==> config.mk <==
export PLATFORM = sky130hd
export DESIGN_NAME = mem_wb_skid_stage
export DESIGN_NICKNAME = d
export VERILOG_FILES = /design/src/rtl/sparc_pipe_pkg.sv /design/src/rtl/wb_fwd_match.sv /design/src/rtl/mem_wb_skid_stage.sv
export SDC_FILE = /design/constraint.sdc
export NUM_CORES = 1
export LEC_CHECK = 0
export ABC_CLOCK_PERIOD_IN_PS = 4030
export CORE_ASPECT_RATIO = 0.75
export CORE_UTILIZATION = 35
export DETAILED_ROUTE_END_ITERATION = 6
export PLACE_DENSITY_LB_ADDON = 0.05
export SYNTH_ARGS = -nofsm -noshare
export SYNTH_HDL_FRONTEND = slang
export SYNTH_SLANG_ARGS = --single-unit
==> constraint.sdc <==
create_clock -name clk -period 4.03 [get_ports clk]
set_clock_uncertainty 0.2 [all_clocks]
set_input_delay 1.209 -clock clk [delete_from_list [all_inputs] [get_ports clk]]
set_output_delay 1.209 -clock clk [all_outputs]
set_load 0.03 [all_outputs]
==> src/rtl/sparc_pipe_pkg.sv <==
// Shared pipeline definitions: default widths, skid-buffer state encoding
// and the hardwired-zero register test used by the pipeline stages.
package sparc_pipe_pkg;

  localparam int DATA_W_DEF = 32;
  localparam int REG_AW_DEF = 5;
  localparam int REG_AW_MAX = 16;

  // State bits are {main_v, skid_v}; 2'b01 is unreachable.
  typedef enum logic [1:0] {
    SKID_EMPTY = 2'b00,
    SKID_ONE   = 2'b10,
    SKID_FULL  = 2'b11
  } skid_state_e;

  // True when rd names the hardwired-zero register and that feature is enabled.
  function automatic logic is_zero_reg(input logic [REG_AW_MAX-1:0] rd,
                                       input logic                  zero_reg);
    return zero_reg & (rd == '0);
  endfunction

endpackage

==> src/rtl/wb_fwd_match.sv <==
// One forwarding lookup port: compares a source register against the
// pending skid and main entries and returns the youngest matching result.
module wb_fwd_match
  import sparc_pipe_pkg::*;
#(
  parameter int DATA_W   = DATA_W_DEF,
  parameter int REG_AW   = REG_AW_DEF,
  parameter bit ZERO_REG = 1'b1
) (
  input  logic [REG_AW-1:0] rs_i,
  input  logic              skid_v_i,
  input  logic              skid_le_i,
  input  logic [REG_AW-1:0] skid_rd_i,
  input  logic [DATA_W-1:0] skid_data_i,
  input  logic              main_v_i,
  input  logic              main_le_i,
  input  logic [REG_AW-1:0] main_rd_i,
  input  logic [DATA_W-1:0] main_data_i,
  output logic              hit_o,
  output logic [DATA_W-1:0] data_o
);

  logic rsIsZero;
  logic skidMatch;
  logic mainMatch;

  assign rsIsZero  = is_zero_reg(REG_AW_MAX'(rs_i), ZERO_REG);
  assign skidMatch = skid_v_i & skid_le_i & (skid_rd_i == rs_i) & ~rsIsZero;
  assign mainMatch = main_v_i & main_le_i & (main_rd_i == rs_i) & ~rsIsZero;

  // Skid holds the younger entry, so it wins over main when both match.
  always_comb begin
    hit_o  = 1'b0;
    data_o = '0;
    if (skidMatch) begin
      hit_o  = 1'b1;
      data_o = skid_data_i;
    end else if (mainMatch) begin
      hit_o  = 1'b1;
      data_o = main_data_i;
    end
  end

endmodule

==> src/rtl/mem_wb_skid_stage.sv <==
// MEM->WB pipeline register with a two-entry skid buffer so that WB stalls
// never create a combinational ready path back into MEM. Also provides
// flush, hardwired-zero write suppression and operand forwarding lookups.
module mem_wb_skid_stage
  import sparc_pipe_pkg::*;
#(
  parameter int DATA_W   = DATA_W_DEF,
  parameter int REG_AW   = REG_AW_DEF,
  parameter int NUM_FWD  = 2,
  parameter bit ZERO_REG = 1'b1
) (
  input  logic                      clk,
  input  logic                      R,
  input  logic                      flush,
  input  logic                      in_valid,
  output logic                      in_ready,
  input  logic                      in_rf_le,
  input  logic [DATA_W-1:0]         in_data,
  input  logic [REG_AW-1:0]         in_rd,
  output logic                      out_valid,
  input  logic                      out_ready,
  output logic                      out_rf_le,
  output logic [DATA_W-1:0]         out_data,
  output logic [REG_AW-1:0]         out_rd,
  input  logic [NUM_FWD*REG_AW-1:0] fwd_rs,
  output logic [NUM_FWD-1:0]        fwd_hit,
  output logic [NUM_FWD*DATA_W-1:0] fwd_data
);

  skid_state_e state_q, state_d;
  logic        in_ready_q;

  logic              main_le_q, main_le_d;
  logic [DATA_W-1:0] main_data_q, main_data_d;
  logic [REG_AW-1:0] main_rd_q, main_rd_d;
  logic              skid_le_q, skid_le_d;
  logic [DATA_W-1:0] skid_data_q, skid_data_d;
  logic [REG_AW-1:0] skid_rd_q, skid_rd_d;

  logic mainValid;
  logic skidValid;
  logic accept;
  logic retire;
  logic storeLe;
  logic loadMain;
  logic loadSkid;
  logic shiftSkid;

  assign mainValid = (state_q == SKID_ONE) | (state_q == SKID_FULL);
  assign skidValid = (state_q == SKID_FULL);
  assign accept    = in_valid & in_ready_q;
  assign retire    = mainValid & out_ready;
  assign storeLe   = in_rf_le & ~is_zero_reg(REG_AW_MAX'(in_rd), ZERO_REG);

  // Next state and bank load decisions; flush overrides every transition.
  always_comb begin
    state_d   = state_q;
    loadMain  = 1'b0;
    loadSkid  = 1'b0;
    shiftSkid = 1'b0;
    case (state_q)
      SKID_EMPTY: begin
        if (accept) begin
          state_d  = SKID_ONE;
          loadMain = 1'b1;
        end
      end
      SKID_ONE: begin
        if (accept & retire) begin
          loadMain = 1'b1;
        end else if (accept) begin
          state_d  = SKID_FULL;
          loadSkid = 1'b1;
        end else if (retire) begin
          state_d = SKID_EMPTY;
        end
      end
      SKID_FULL: begin
        if (retire) begin
          state_d   = SKID_ONE;
          shiftSkid = 1'b1;
        end
      end
      default: state_d = SKID_EMPTY;
    endcase
    if (flush) begin
      state_d   = SKID_EMPTY;
      loadMain  = 1'b0;
      loadSkid  = 1'b0;
      shiftSkid = 1'b0;
    end
  end

  // Entry bank contents follow the load decisions; skid empties when it moves to main.
  always_comb begin
    main_le_d   = main_le_q;
    main_data_d = main_data_q;
    main_rd_d   = main_rd_q;
    skid_le_d   = skid_le_q;
    skid_data_d = skid_data_q;
    skid_rd_d   = skid_rd_q;
    if (loadMain) begin
      main_le_d   = storeLe;
      main_data_d = in_data;
      main_rd_d   = in_rd;
    end
    if (loadSkid) begin
      skid_le_d   = storeLe;
      skid_data_d = in_data;
      skid_rd_d   = in_rd;
    end
    if (shiftSkid) begin
      main_le_d   = skid_le_q;
      main_data_d = skid_data_q;
      main_rd_d   = skid_rd_q;
      skid_le_d   = 1'b0;
      skid_data_d = '0;
      skid_rd_d   = '0;
    end
  end

  // State register and a registered ready that only drops once the skid is occupied.
  always_ff @(posedge clk or negedge R) begin
    if (!R) begin
      state_q    <= SKID_EMPTY;
      in_ready_q <= 1'b1;
    end else begin
      state_q    <= state_d;
      in_ready_q <= (state_d != SKID_FULL);
    end
  end

  // Main and skid entry storage.
  always_ff @(posedge clk or negedge R) begin
    if (!R) begin
      main_le_q   <= 1'b0;
      main_data_q <= '0;
      main_rd_q   <= '0;
      skid_le_q   <= 1'b0;
      skid_data_q <= '0;
      skid_rd_q   <= '0;
    end else begin
      main_le_q   <= main_le_d;
      main_data_q <= main_data_d;
      main_rd_q   <= main_rd_d;
      skid_le_q   <= skid_le_d;
      skid_data_q <= skid_data_d;
      skid_rd_q   <= skid_rd_d;
    end
  end

  assign in_ready  = in_ready_q;
  assign out_valid = mainValid;
  assign out_rf_le = mainValid & main_le_q;
  assign out_data  = main_data_q;
  assign out_rd    = main_rd_q;

  for (genvar i = 0; i < NUM_FWD; i++) begin : g_fwd
    wb_fwd_match #(
      .DATA_W  (DATA_W),
      .REG_AW  (REG_AW),
      .ZERO_REG(ZERO_REG)
    ) u_match (
      .rs_i       (fwd_rs[i*REG_AW +: REG_AW]),
      .skid_v_i   (skidValid),
      .skid_le_i  (skid_le_q),
      .skid_rd_i  (skid_rd_q),
      .skid_data_i(skid_data_q),
      .main_v_i   (mainValid),
      .main_le_i  (main_le_q),
      .main_rd_i  (main_rd_q),
      .main_data_i(main_data_q),
      .hit_o      (fwd_hit[i]),
      .data_o     (fwd_data[i*DATA_W +: DATA_W])
    );
  end

endmodule

* Word-level counts from Yosys, hierarchy flattened
Cells that the tools add are included.
Operators by class: equal/unequal tests 7, multiplexer cells 37, reduce and logical (&&, ||, !) cells 6, bitwise operators 18
Operators with widths (count):
- 32-bit 2-to-1 mux | 8
- 5-bit == test | 4
- 5-bit 2-to-1 mux | 4
- 1-bit 2-to-1 mux | 17
- 5-bit logical NOT | 3
- 1-bit bitwise AND | 14
- 2-bit 2-to-1 mux | 6
- 2-bit one-hot mux with 3 select lines | 1
- 2-bit == test, second input constant | 2
- 2-bit nonzero test | 2
- 1-bit inverter | 3
- 2-bit logical NOT | 1
- 2-bit inequality test, second input constant | 1
- 1-bit one-hot mux with 2 select lines | 1
- 1-bit bitwise OR | 1
Storage, ports and cells: register bits 79, output and inout port bits 106, logic and storage cells 76

* Logic depth before layout (Yosys ltp)
word-level depth 9, gate-level depth with buffers 7, gate-level depth less buffers 4

* By module
Synthesis repeated with hierarchy kept, for this count alone.
Unflattened totals: cell total of the unflattened synthesis 500, area, all modules 5175.0 um^2
Modules (own cells, without submodules):
- mem_wb_skid_stage | area each 3338.2 um^2, times used 1, cells an instance 316
- wb_fwd_match | area each 918.4 um^2, times used 2, cells an instance 92

* Worst setup path before layout
Ideal clock, no wire load.
path type input-to-output, start in fwd_rs[1], end out fwd_hit[0], data arrival time 2.583 ns, path slack 0.038 ns, stages 6, buffers on the path 2, cell sequence or4_4 o2111ai_4 buf_6 nor3_1 or2_1 buf_4
On the way: cells in the longest elaborated chain, start to end 5, elaborated cells on any way between the ends 10, those cells by class eq/ne: 2; mux: 2; bitwise: 5; reduce/logical: 1
Ends and longest elaborated chain:
- start: declaration | line mem_wb_skid_stage.sv:25 | input logic [NUM_FWD*REG_AW-1:0] fwd_rs,
- 5-bit == test or 5-bit logical NOT (tied branches) | line wb_fwd_match.sv:29, sparc_pipe_pkg.sv:19
- 1-bit bitwise AND or 1-bit inverter (tied branches) | line wb_fwd_match.sv:29, wb_fwd_match.sv:28
- 1-bit bitwise AND | line wb_fwd_match.sv:29 | assign mainMatch = main_v_i & main_le_i & (main_rd_i == rs_i) & ~rsIsZero;
- 1-bit 2-to-1 mux | line wb_fwd_match.sv:38 | end else if (mainMatch) begin
- 1-bit 2-to-1 mux (*) | line wb_fwd_match.sv:35 | if (skidMatch) begin
- end: declaration | line mem_wb_skid_stage.sv:26 | output logic [NUM_FWD-1:0] fwd_hit,
Mark *: on every way between the ends. The rest lies on a longest branch, timed or not.

* Worst setup path in the final report
start in fwd_rs[8], end out fwd_data[39]
On the way: cells in the longest elaborated chain, start to end 5, elaborated cells on any way between the ends 10, those cells by class eq/ne: 2; mux: 2; bitwise: 5; reduce/logical: 1
Ends and longest elaborated chain:
- 5-bit == test or 5-bit logical NOT (tied branches) | line wb_fwd_match.sv:29, sparc_pipe_pkg.sv:19
- 1-bit bitwise AND or 1-bit inverter (tied branches) | line wb_fwd_match.sv:29, wb_fwd_match.sv:28
- 1-bit bitwise AND | line wb_fwd_match.sv:29
- 32-bit 2-to-1 mux | line wb_fwd_match.sv:38
- 32-bit 2-to-1 mux (*) | line wb_fwd_match.sv:35
- end: declaration | line mem_wb_skid_stage.sv:27 | output logic [NUM_FWD*DATA_W-1:0] fwd_data
Marked as above.

==> run metrics <==
outcome=complete, but fails checks; violated checks=negative setup slack; Clock Power Share=26.3%; sw frac=between 30% and 40%; register area=1980 sq um; DR vias=5390; Worst-path clk slew=approximately 0.06 ns; final hold viol count=0; # DRC=0; crit path kind=input port to output pin; Max-Cap Viols=0; routability congestion estimate=0.847; hold buffers post-CTS=0; Synthesized Nets=between 600 and 700; register share of total power=a little under two fifths; Worst Setup Start Kind=input port; core area=15200 sq um; final layout net count=850; FF+latch count, synth=79; pin count of the biggest net entering global routing=80; overall power=3.19 mW; drt pass-1 iters=5; final wirelength=19.3 mm; placed cell areas=7440 sq um; Psw=1.21 mW; Final setup viols=66; I/O Pins=159; DR WL/cell=19.2 um; worst endpoint required time=2.62 ns; first-pass GRT wire length=30.5 mm; drt first-iter violations=roughly 310; Logic pwr share=36.7%; Design Area, Final=8800 sq um; number of buffers added on ports=between 150 and 200; Avg Cell Area, Syn=between 8 and 9 sq um; Syn. warnings=0; CTS Buf Count=9; achievable frequency=230 MHz; internal power=1.99 mW; sequential fraction of the synthesis area=a little over a third; Max IR drop VDD=0.000223 V; type of the tightest min-delay check=flip-flop to flip-flop; vias per cell=5.36; Clock Sinks=79; Clock Latency Late Sink=0.34 ns; WHS=~0.34 ns; Max-slew headroom=29.6%; CTS root buffer=clkbuf_16; leak pwr=~3.5 nW; RSZ-0062 raised after global routing=true; H-tree depth=3; row count=39; CP Max Fanout=4; Slew @ Worst Pin=1.06 ns; Post-Place Worst Slack=-1.06 ns; CTS Buffer Depth=2; synthesized area=5470 sq um; share of layout cells above drive strength 1=34.3%; GR Util All Layers=24.8%; WP data arrival=2.94 ns; Die H=110 um; fillers=1308; Area Growth Syn to Fin=61.0%; Die Wd=146 um; fin worst setup slack=-0.314 ns; vias in the first global route=5438; Multi-input gate area=3510 sq um; Die ar.=around 16000 sq um; final period utilization=108%; Cell Pwr Density=around 360 nW/um^2; initial antenna violation count=0; initial cell density of the core=35.9%; CP Capture Type=output pin; DPL Wire Length=12.2 mm; post-synthesis cell count=613; total gr overflow=0; Max Slew Vio Count=0; # diodes=0; CTS tree=yes; post-route ant nets=0; Tmin final=4.34 ns; Synth cell types=39
==> flip-flops by register name (all words and copies together) (netlist names) <==
register,count
out_data,32
main_le_q,1
skid_data_q,32
out_rd,5
skid_rd_q,5
skid_le_q,1
state_q,2
in_ready,1
==> area by class of cell <==
type | instances | area share, %
clock buffers | 11 | 2.87
well taps | 205 | 2.91
clock inverters | 4 | 0.512
repair buffers | 230 | 29.9
flip-flops and latches | 79 | 22.5
multi-input cells | 443 | 39.9
inverters | 34 | 1.45
==> cell usage in the layout (no fill, tap or decap), types with 34 or more instances in the layout <==
| cell | netlist | final |
|---|---|---|
| nand2_1 | 114 | 114 |
| clkdlybuf4s50_1 | 0 | 81 |
| buf_6 | 9 | 78 |
| dfrtp_1 | 78 | 78 |
| mux2_4 | 29 | 63 |
| a21oi_1 | 39 | 39 |
| mux2i_1 | 39 | 39 |
| buf_4 | 5 | 39 |
| nand3_1 | 38 | 38 |
| nor4_1 | 65 | 38 |
| inv_1 | 34 | 34 |
| o21ai_1 | 34 | 34 |
==> cells by family (layout without fill, tap and decap cells) <==
group | after synthesis | count (layout) | share of synthesized area, %
AO/OA/AOI/OAI | 83 | 83 | 8.24
XOR/XNOR | 16 | 16 | 2.56
buffers and inverters | 91 | 279 | 8.22
flip-flops | 79 | 79 | 36.2
multiplexers | 103 | 103 | 22.3
AND/OR/NAND/NOR | 241 | 241 | 22.5
==> power groups by stage <==
stage / Sequential [mW] / Combinational (mW) / Clock (mW)
3_3_place_gp: 1.17 / 1.01 / 0
5_1_grt: 1.21 / 1.25 / 0.900
6_report: 1.18 / 1.17 / 0.839
2_1_floorplan: 1.26 / 0.449 / 0
4_1_cts: 1.18 / 1.16 / 0.855
3_5_place_dp: 1.18 / 1.03 / 0
==> through the flow <==
stage | setup TNS, ns | std cells | utilization (%)
detailed placement | -63.50 | 964 | 48.9
floorplan | 0 | 613 | -
global placement | -62.55 | 964 | 48.9
CTS | -20.55 | 1007 | 57.2
finish | -17.52 | 1006 | 57.8
global route | -19.63 | 1006 | 57.8
==> worst max-delay path: stages <==
cell and delay (ns):
buf_8 0.09, or4_4 0.53, nor2_4 0.15, nor4_4 0.07, buf_4 0.17, buf_12 0.13, buf_16 0.13, mux2_4 0.30
buf_6 0.14
==> layer usage <==
layer | vias up | GRT usage [%] | wire (um)
li1 | 2535 | - | -
met1 | 2644 | 33.4 | 8890
met2 | 184 | 39.9 | 9020
met3 | 27 | 4.57 | 1060
met4 | 0 | 9.60 | 366
met5 | - | 0 | 0
==> Yosys cell counts (all sizes together) <==
master / count / share of area (%)
a211oi: 1 / 0.14
a21oi: 39 / 3.6
a221o: 1 / 0.18
and2: 1 / 0.11
and3: 1 / 0.11
buf: 31 / 4.1
clkbuf: 26 / 1.8
dfrtp: 78 / 36
dfstp: 1 / 0.48
inv: 34 / 2.3
mux2: 64 / 15
mux2i: 39 / 7.1
nand2: 114 / 7.8
nand2b: 4 / 0.46
nand3: 38 / 3.5
nand3b: 2 / 0.27
nand4: 2 / 0.23
nor2: 3 / 0.48
nor2b: 1 / 0.11
nor3: 1 / 0.091
nor3b: 1 / 0.14
nor4: 67 / 8.2
o2111ai: 1 / 0.48
o21a: 1 / 0.14
o21ai: 39 / 3.6
o221ai: 1 / 0.16
or2: 2 / 0.23
or3b: 1 / 0.16
or4: 3 / 0.55
xnor2: 13 / 2.1
xor2: 3 / 0.48
==> timing repair <==
| item | in CTS | in global routing |
|---|---|---|
| cloned | 10 | 1 |
| resized for setup | 496 | 23 |
| endpoints found under the setup margin | 66 | 66 |
| buffers inserted | 18 | 5 |
| pin swaps | 23 | 9 |
==> worst paths after layout <==
kind                       slack (ns)  depth (start not counted)         endpoint       from
max reg2reg                      1.83                          5     out_data[17]   in_ready
max                             -0.31                          9     fwd_data[39]  fwd_rs[8]
max in group asynchronous        2.10                          1  skid_data_q[23]          R
min reg2reg                      0.34                          2        main_le_q  skid_le_q
min                              0.34                          2        main_le_q  skid_le_q
min in group asynchronous        0.83                          1      out_data[6]          R
Note: power is estimated with default switching activity, not from simulation.
